## src/rtl/conv_transpose2d.sv

```systemverilog
// Transposed 2-D convolution (gather form): bias plus every valid tap product, saturated to DATA_WIDTH.
// Define CONVT_RELU_EN to clamp negative saturated results to zero before they are written.
module conv_transpose2d #(
  parameter int IN_CHANNELS    = 2,
  parameter int OUT_CHANNELS   = 2,
  parameter int IN_HEIGHT      = 2,
  parameter int IN_WIDTH       = 2,
  parameter int KERNEL_SIZE    = 3,
  parameter int STRIDE         = 2,
  parameter int PADDING        = 1,
  parameter int OUTPUT_PADDING = 1,
  parameter int DATA_WIDTH     = 8,
  parameter int ACC_WIDTH      = 20,
  parameter int ADDR_WIDTH     = 8
) (
  input  logic                  clk,
  input  logic                  rst,
  input  logic                  start,
  output logic                  busy,
  output logic                  done,
  output logic [ADDR_WIDTH-1:0] input_addr,
  output logic                  input_en,
  input  logic [DATA_WIDTH-1:0] input_data,
  output logic [ADDR_WIDTH-1:0] weight_addr,
  output logic                  weight_en,
  input  logic [DATA_WIDTH-1:0] weight_data,
  output logic [ADDR_WIDTH-1:0] output_addr,
  output logic [DATA_WIDTH-1:0] output_data,
  output logic                  output_we
);

  localparam int OUT_HEIGHT = (IN_HEIGHT - 1) * STRIDE - 2 * PADDING + KERNEL_SIZE + OUTPUT_PADDING;
  localparam int OUT_WIDTH  = (IN_WIDTH - 1) * STRIDE - 2 * PADDING + KERNEL_SIZE + OUTPUT_PADDING;
  localparam int KK         = KERNEL_SIZE * KERNEL_SIZE;
  localparam int BIAS_BASE  = IN_CHANNELS * OUT_CHANNELS * KK;
  localparam int CW         = ADDR_WIDTH;
  localparam logic signed [ACC_WIDTH-1:0] SAT_MAX = ACC_WIDTH'(2 ** (DATA_WIDTH - 1) - 1);
  localparam logic signed [ACC_WIDTH-1:0] SAT_MIN = ACC_WIDTH'(-(2 ** (DATA_WIDTH - 1)));

  typedef enum logic [2:0] {IDLE, BIAS_REQ, BIAS_WAIT, TAP, MAC, WRITE, DONE} state_e;

  state_e                       state_q, state_d;
  logic [CW-1:0]                oc_q, oc_d, oy_q, oy_d, ox_q, ox_d;
  logic [CW-1:0]                ic_q, ic_d, ky_q, ky_d, kx_q, kx_d;
  logic signed [ACC_WIDTH-1:0]  acc_q, acc_d;
  logic                         busy_q, busy_d, done_q, done_d;
  logic                         input_en_q, input_en_d, weight_en_q, weight_en_d;
  logic                         output_we_q, output_we_d;
  logic [ADDR_WIDTH-1:0]        input_addr_q, input_addr_d, weight_addr_q, weight_addr_d;
  logic [ADDR_WIDTH-1:0]        output_addr_q, output_addr_d;
  logic [DATA_WIDTH-1:0]        output_data_q, output_data_d;

  logic                         advance, last_tap, last_pix, vy, vx, fetch;
  logic [CW-1:0]                iy_n, ix_n;
  logic signed [2*DATA_WIDTH-1:0] prod;

  // A tap contributes only when the un-strided coordinate lands exactly on an input sample.
  function automatic logic tap_ok(input logic [CW-1:0] o, input logic [CW-1:0] k,
                                  input int lim, output logic [CW-1:0] idx);
    int t;
    t   = int'(o) + PADDING - int'(k);
    idx = CW'(t / STRIDE);
    return (t >= 0) && (t % STRIDE == 0) && (t / STRIDE < lim);
  endfunction

  function automatic logic [DATA_WIDTH-1:0] saturate(input logic signed [ACC_WIDTH-1:0] a);
    logic [DATA_WIDTH-1:0] r;
    if (a > SAT_MAX)      r = SAT_MAX[DATA_WIDTH-1:0];
    else if (a < SAT_MIN) r = SAT_MIN[DATA_WIDTH-1:0];
    else                  r = a[DATA_WIDTH-1:0];
`ifdef CONVT_RELU_EN
    if (r[DATA_WIDTH-1]) r = '0;
`endif
    return r;
  endfunction

  assign prod     = $signed(input_data) * $signed(weight_data);
  assign last_tap = (ic_q == CW'(IN_CHANNELS - 1)) && (ky_q == CW'(KERNEL_SIZE - 1)) &&
                    (kx_q == CW'(KERNEL_SIZE - 1));
  assign last_pix = (oc_q == CW'(OUT_CHANNELS - 1)) && (oy_q == CW'(OUT_HEIGHT - 1)) &&
                    (ox_q == CW'(OUT_WIDTH - 1));

  // NOTE: every signal written here gets a default first, so no latch can be inferred.
  always_comb begin
    state_d = state_q;
    oc_d    = oc_q;
    oy_d    = oy_q;
    ox_d    = ox_q;
    ic_d    = ic_q;
    ky_d    = ky_q;
    kx_d    = kx_q;
    acc_d   = acc_q;
    advance = 1'b0;

    unique case (state_q)
      IDLE: begin
        if (start) begin
          state_d = BIAS_REQ;
          oc_d    = '0;
          oy_d    = '0;
          ox_d    = '0;
          ic_d    = '0;
          ky_d    = '0;
          kx_d    = '0;
          acc_d   = '0;
        end
      end
      BIAS_REQ:  state_d = BIAS_WAIT;
      BIAS_WAIT: begin
        acc_d   = ACC_WIDTH'($signed(weight_data));
        state_d = TAP;
      end
      // The registered fetch strobe already tells whether the current tap is valid.
      TAP: begin
        if (input_en_q) state_d = MAC;
        else            advance = 1'b1;
      end
      MAC: begin
        acc_d   = acc_q + ACC_WIDTH'(prod);
        advance = 1'b1;
      end
      WRITE: begin
        if (last_pix) begin
          state_d = DONE;
        end else begin
          state_d = BIAS_REQ;
          if (ox_q == CW'(OUT_WIDTH - 1)) begin
            ox_d = '0;
            if (oy_q == CW'(OUT_HEIGHT - 1)) begin
              oy_d = '0;
              oc_d = oc_q + 1'b1;
            end else begin
              oy_d = oy_q + 1'b1;
            end
          end else begin
            ox_d = ox_q + 1'b1;
          end
        end
      end
      DONE:    state_d = IDLE;
      default: state_d = IDLE;
    endcase

    if (advance) begin
      if (last_tap) begin
        ic_d    = '0;
        ky_d    = '0;
        kx_d    = '0;
        state_d = WRITE;
      end else begin
        state_d = TAP;
        if (kx_q == CW'(KERNEL_SIZE - 1)) begin
          kx_d = '0;
          if (ky_q == CW'(KERNEL_SIZE - 1)) begin
            ky_d = '0;
            ic_d = ic_q + 1'b1;
          end else begin
            ky_d = ky_q + 1'b1;
          end
        end else begin
          kx_d = kx_q + 1'b1;
        end
      end
    end

    // Strobes and addresses are registered, so they are derived from the next state and counters.
    vy    = tap_ok(oy_d, ky_d, IN_HEIGHT, iy_n);
    vx    = tap_ok(ox_d, kx_d, IN_WIDTH, ix_n);
    fetch = (state_d == TAP) && vy && vx;

    busy_d        = (state_d != IDLE) && (state_d != DONE);
    done_d        = (state_d == DONE);
    input_en_d    = fetch;
    weight_en_d   = fetch || (state_d == BIAS_REQ);
    output_we_d   = (state_d == WRITE);
    input_addr_d  = input_addr_q;
    weight_addr_d = weight_addr_q;
    output_addr_d = output_addr_q;
    output_data_d = output_data_q;

    if (fetch) begin
      input_addr_d  = ADDR_WIDTH'(int'(ic_d) * IN_HEIGHT * IN_WIDTH + int'(iy_n) * IN_WIDTH + int'(ix_n));
      weight_addr_d = ADDR_WIDTH'(int'(ic_d) * OUT_CHANNELS * KK + int'(oc_d) * KK +
                                  int'(ky_d) * KERNEL_SIZE + int'(kx_d));
    end
    if (state_d == BIAS_REQ) weight_addr_d = ADDR_WIDTH'(BIAS_BASE + int'(oc_d));
    if (output_we_d) begin
      output_addr_d = ADDR_WIDTH'(int'(oc_d) * OUT_HEIGHT * OUT_WIDTH + int'(oy_d) * OUT_WIDTH + int'(ox_d));
      output_data_d = saturate(acc_d);
    end
  end

  // NOTE: non-blocking assignments make every flop sample pre-edge values regardless of block order.
  always_ff @(posedge clk or negedge rst) begin
    if (!rst) begin
      state_q       <= IDLE;
      oc_q          <= '0;
      oy_q          <= '0;
      ox_q          <= '0;
      ic_q          <= '0;
      ky_q          <= '0;
      kx_q          <= '0;
      acc_q         <= '0;
      busy_q        <= 1'b0;
      done_q        <= 1'b0;
      input_en_q    <= 1'b0;
      weight_en_q   <= 1'b0;
      output_we_q   <= 1'b0;
      input_addr_q  <= '0;
      weight_addr_q <= '0;
      output_addr_q <= '0;
      output_data_q <= '0;
    end else begin
      state_q       <= state_d;
      oc_q          <= oc_d;
      oy_q          <= oy_d;
      ox_q          <= ox_d;
      ic_q          <= ic_d;
      ky_q          <= ky_d;
      kx_q          <= kx_d;
      acc_q         <= acc_d;
      busy_q        <= busy_d;
      done_q        <= done_d;
      input_en_q    <= input_en_d;
      weight_en_q   <= weight_en_d;
      output_we_q   <= output_we_d;
      input_addr_q  <= input_addr_d;
      weight_addr_q <= weight_addr_d;
      output_addr_q <= output_addr_d;
      output_data_q <= output_data_d;
    end
  end

  assign busy        = busy_q;
  assign done        = done_q;
  assign input_en    = input_en_q;
  assign weight_en   = weight_en_q;
  assign output_we   = output_we_q;
  assign input_addr  = input_addr_q;
  assign weight_addr = weight_addr_q;
  assign output_addr = output_addr_q;
  assign output_data = output_data_q;

endmodule

```

## config.mk

```make
export PLATFORM = sky130hd
export DESIGN_NAME = conv_transpose2d
export DESIGN_NICKNAME = d
export VERILOG_FILES = /design/src/rtl/conv_transpose2d.sv
export SDC_FILE = /design/constraint.sdc
export NUM_CORES = 1
export LEC_CHECK = 0
export CAP_MARGIN = 5
export CORE_UTILIZATION = 35
export CTS_BUF_LIST = sky130_fd_sc_hd__clkbuf_2 sky130_fd_sc_hd__clkbuf_4 sky130_fd_sc_hd__clkbuf_8
export DETAILED_ROUTE_END_ITERATION = 8
export HOLD_SLACK_MARGIN = 0.12
export PLACE_DENSITY = 0.49
export REMOVE_ABC_BUFFERS = 1
export SYNTH_ARGS = -nofsm -noshare
export SYNTH_HDL_FRONTEND = slang
export SYNTH_SLANG_ARGS = --single-unit
```

## constraint.sdc

```tcl
create_clock -name clk -period 14.55 [get_ports clk]
set_input_delay 2.1825 -clock clk [delete_from_list [all_inputs] [get_ports clk]]
set_output_delay 2.1825 -clock clk [all_outputs]
set_load 0.03 [all_outputs]
```

==> impl_metrics.toml <==
[finish]
nFillCells = 3563
drive_above_1_share_pct = 5.12
antennaDiodeCount = 0
finalNonFillerCells = 1882
fin_nets = 1701
multi_input_area_um2 = 8960
seq_area_um2 = 2700
utilization_pct = 39.9
area_growth_syn_to_layout_pct = 11.2

[die]
rows = 68
die-width_um = 191
top_level_ports = 56
die_area_um2 = 36600
core-area_um2 = 34900
die_y_um = 191
start_util_pct = 35.9

[timing]
setup_viol = 0
slew_headroom_pct = 34.0
finalSetupTns_ns = 0
rsz0062_at_grt = "false"
post-route-period-util_pct = 69.6
setup_ws_ns = 4.42
period_needed_ns = 10.13
hold-worst-slack_ns = 0.495
finClkSkew_ns = 0.0228
hold_violations = 0
max_freq_ghz = 0.0987
report.final.slew_viol_count = 0
worst_slew_pin_slew_ns = 0.991

[detailed_routing]
highest_layer = "met4"
detail_route.iter0.violations = 502
vias_per_cell = 5.28
wl_per_cell_um = 17.9
post-route-drc-count = 0
wirelength_mm = 33.7
ant_nets = 0
met3_length_um = 870
vias = 9929
firstDrtPassIters = 5
wl_met1_mm = 16.1
dr_wl_met2_mm = 16.4

[cts]
clock_sinks = 108
hold_buffers = 0
cts_buffers = 9
htreeDepth = 3
clk_pin_slew_ns = 0.13
cts_setup_buffers = 0
clock_latency_ns = 0.41
ctsResizeCount = 0
cts_buffer_depth = 2
root_buffer = "clkbuf_8"
cts_tree = "built"

[grt]
grt_pass1_wl_mm = 54.7
first_global_vias = 9849
grt_max_degree = 73
overflow = 0
antenna_found_initial = 0
grt_usage_pct = 19.2

[setup_path]
worstPathArrival_ns = 10.43
worst_setup_path_end_kind = "flop"
cp_max_fo = 17
crit_slowest_cell = "nor2_1"
cp.required_ns = 14.84
critical_path.most_common_cell = "ha_1"
slowest_delay_ns = 0.69
crit_type = "input port to flop"
crit_path_start_kind = "input port"

[synthesis]
ys_top_cells_by_area = "dfrtp_1 22%, fa_1 20%, ha_1 14%"
synth_warnings = 0
postSynthRegisterBits = 108
synth.avg_cell_area_um2 = 9.22
yosysMostFrequentCell = "inv_1"
synth_edf_count = 0
ys_types = 79
synth_cells = 1359
synthFlopType = "dfrtp_1"
synth_top_area_share_pct = 21.6
ys_async_sr_fraction_pct = 100
synth_area_um2 = 12500
synth_common_cells = "200 x inv_1, 136 x ha_1, 125 x nand2_1, 124 x fa_1, 108 x dfrtp_1"
synth.largest_area_cell = "dfrtp_1"
yosysSeqAreaShare_pct = 21.6

[placed_design]
place_congestion = 0.879
dp_slack_ns = 4.06
dp_cells = 1866
dp_hpwl_mm = 27.8
io_buffers = 55

[power_and_ir_drop]
peakVddDrop_v = 0.000140
power_leakage_nw = 6.71
powerDensity_nw_per_um2 = 239

[flow_run]
max_cap_viol_count = 0

[run_status]
status = "finished clean"

[hold_path]
min_path_type = "flop to flop"
[layer usage]
metal,GRT usage (%),vias up
met1,26.8,4926
met4,3.27,0
li1,-,4813
met2,32.9,175
met3,1.49,15
met5,0,-
[flip-flops by register name, indices dropped and copies added, names as in the netlist]
signal,cells
output_we,1
weight_addr,8
oy_q,8
ox_q,8
output_addr,8
oc_q,8
ky_q,8
done,1
acc_q,20
state_q,3
weight_en,1
busy,1
kx_q,8
input_addr,8
output_data,8
ic_q,8
input_en,1
[worst max-delay path: cells and delay by family]
family	cells	cell delay, ns
compound gates	8	2.09
simple gates	14	3.94
mux	1	0.35
fa+ha+maj	4	1.02
buf+inv	3	0.83
[report_power, final]
group / total [mW] / leakage [nW] / switching [mW] / internal, mW
sequential: 0.448 / 1.42 / 0.0835 / 0.365
clock: 0.198 / 0.0994 / 0.129 / 0.0692
combinational: 2.68 / 5.20 / 1.55 / 1.12
total: 3.32 / 6.71 / 1.77 / 1.56
[cell type report]
| type | instances | share of cell area (%) |
|---|---|---|
| Tap cell | 455 | 4.09 |
| Timing Repair Buffer | 79 | 5.23 |
| Inverter | 202 | 5.45 |
| Sequential cell | 108 | 19.4 |
| Clock buffer | 9 | 0.890 |
| Multi-Input combinational cell | 1022 | 64.4 |
| Clock inverter | 7 | 0.575 |
[path summary, 6_finish.rpt]
check,startpoint,endpoint,slack [ns],depth (start not counted)
setup / recovery,start,input_addr[2],4.42,30
hold / removal,output_addr[2],output_addr[2],0.49,2
setup reg to reg,ox_q[0],input_addr[2],5.01,31
hold reg to reg,output_addr[2],output_addr[2],0.49,2
max in group asynchronous,rst,ic_q[5],11.44,2
min in group asynchronous,rst,weight_addr[6],1.72,1
[layout by cell type, fill, tap and decap left out, drive strengths merged, types with 7 or more instances in the layout]
cell and instances:
inv 203, ha 136, nand2 125, fa 124, dfrtp 108, o21ai 74
nor2 59, clkdlybuf4s50 54, a21oi 40, xnor2 40, and2 39, nand3 31
xor2 27, buf 25, nand4 23, nor3 22, a21o 20, and3 15
o21a 15, nand2b 14, nor2b 12, o31ai 12, nor4 12, a31oi 11
or3 10, a32oi 9, clkbuf 9, nor3b 9, or2 8, a221oi 8
a22oi 8, mux2 8, o211ai 7, o31a 7
[through the flow]
stage | instance area (um2) | power (mW)
after floorplan | 12400 | 2.44
after global placement | 13700 | 3.13
after detailed placement | 13700 | 3.14
after CTS | 13900 | 3.36
after global routing | 13900 | 3.75
final | 13900 | 3.32
[cell families (layout without fill, tap and decap cells)]
group | count (synthesis) | in the layout | share of synthesized area, %
adder cells (fa/ha/maj) | 260 | 260 | 33.4
multiplexers | 12 | 12 | 1.04
XOR/XNOR | 69 | 69 | 5.04
flip-flops | 108 | 108 | 21.6
AND/OR/NAND/NOR | 401 | 401 | 16.6
buffers and inverters | 229 | 297 | 6.92
AO/OA/AOI/OAI | 280 | 280 | 15.5
No activity file was read; power rests on OpenSTA's default activity.
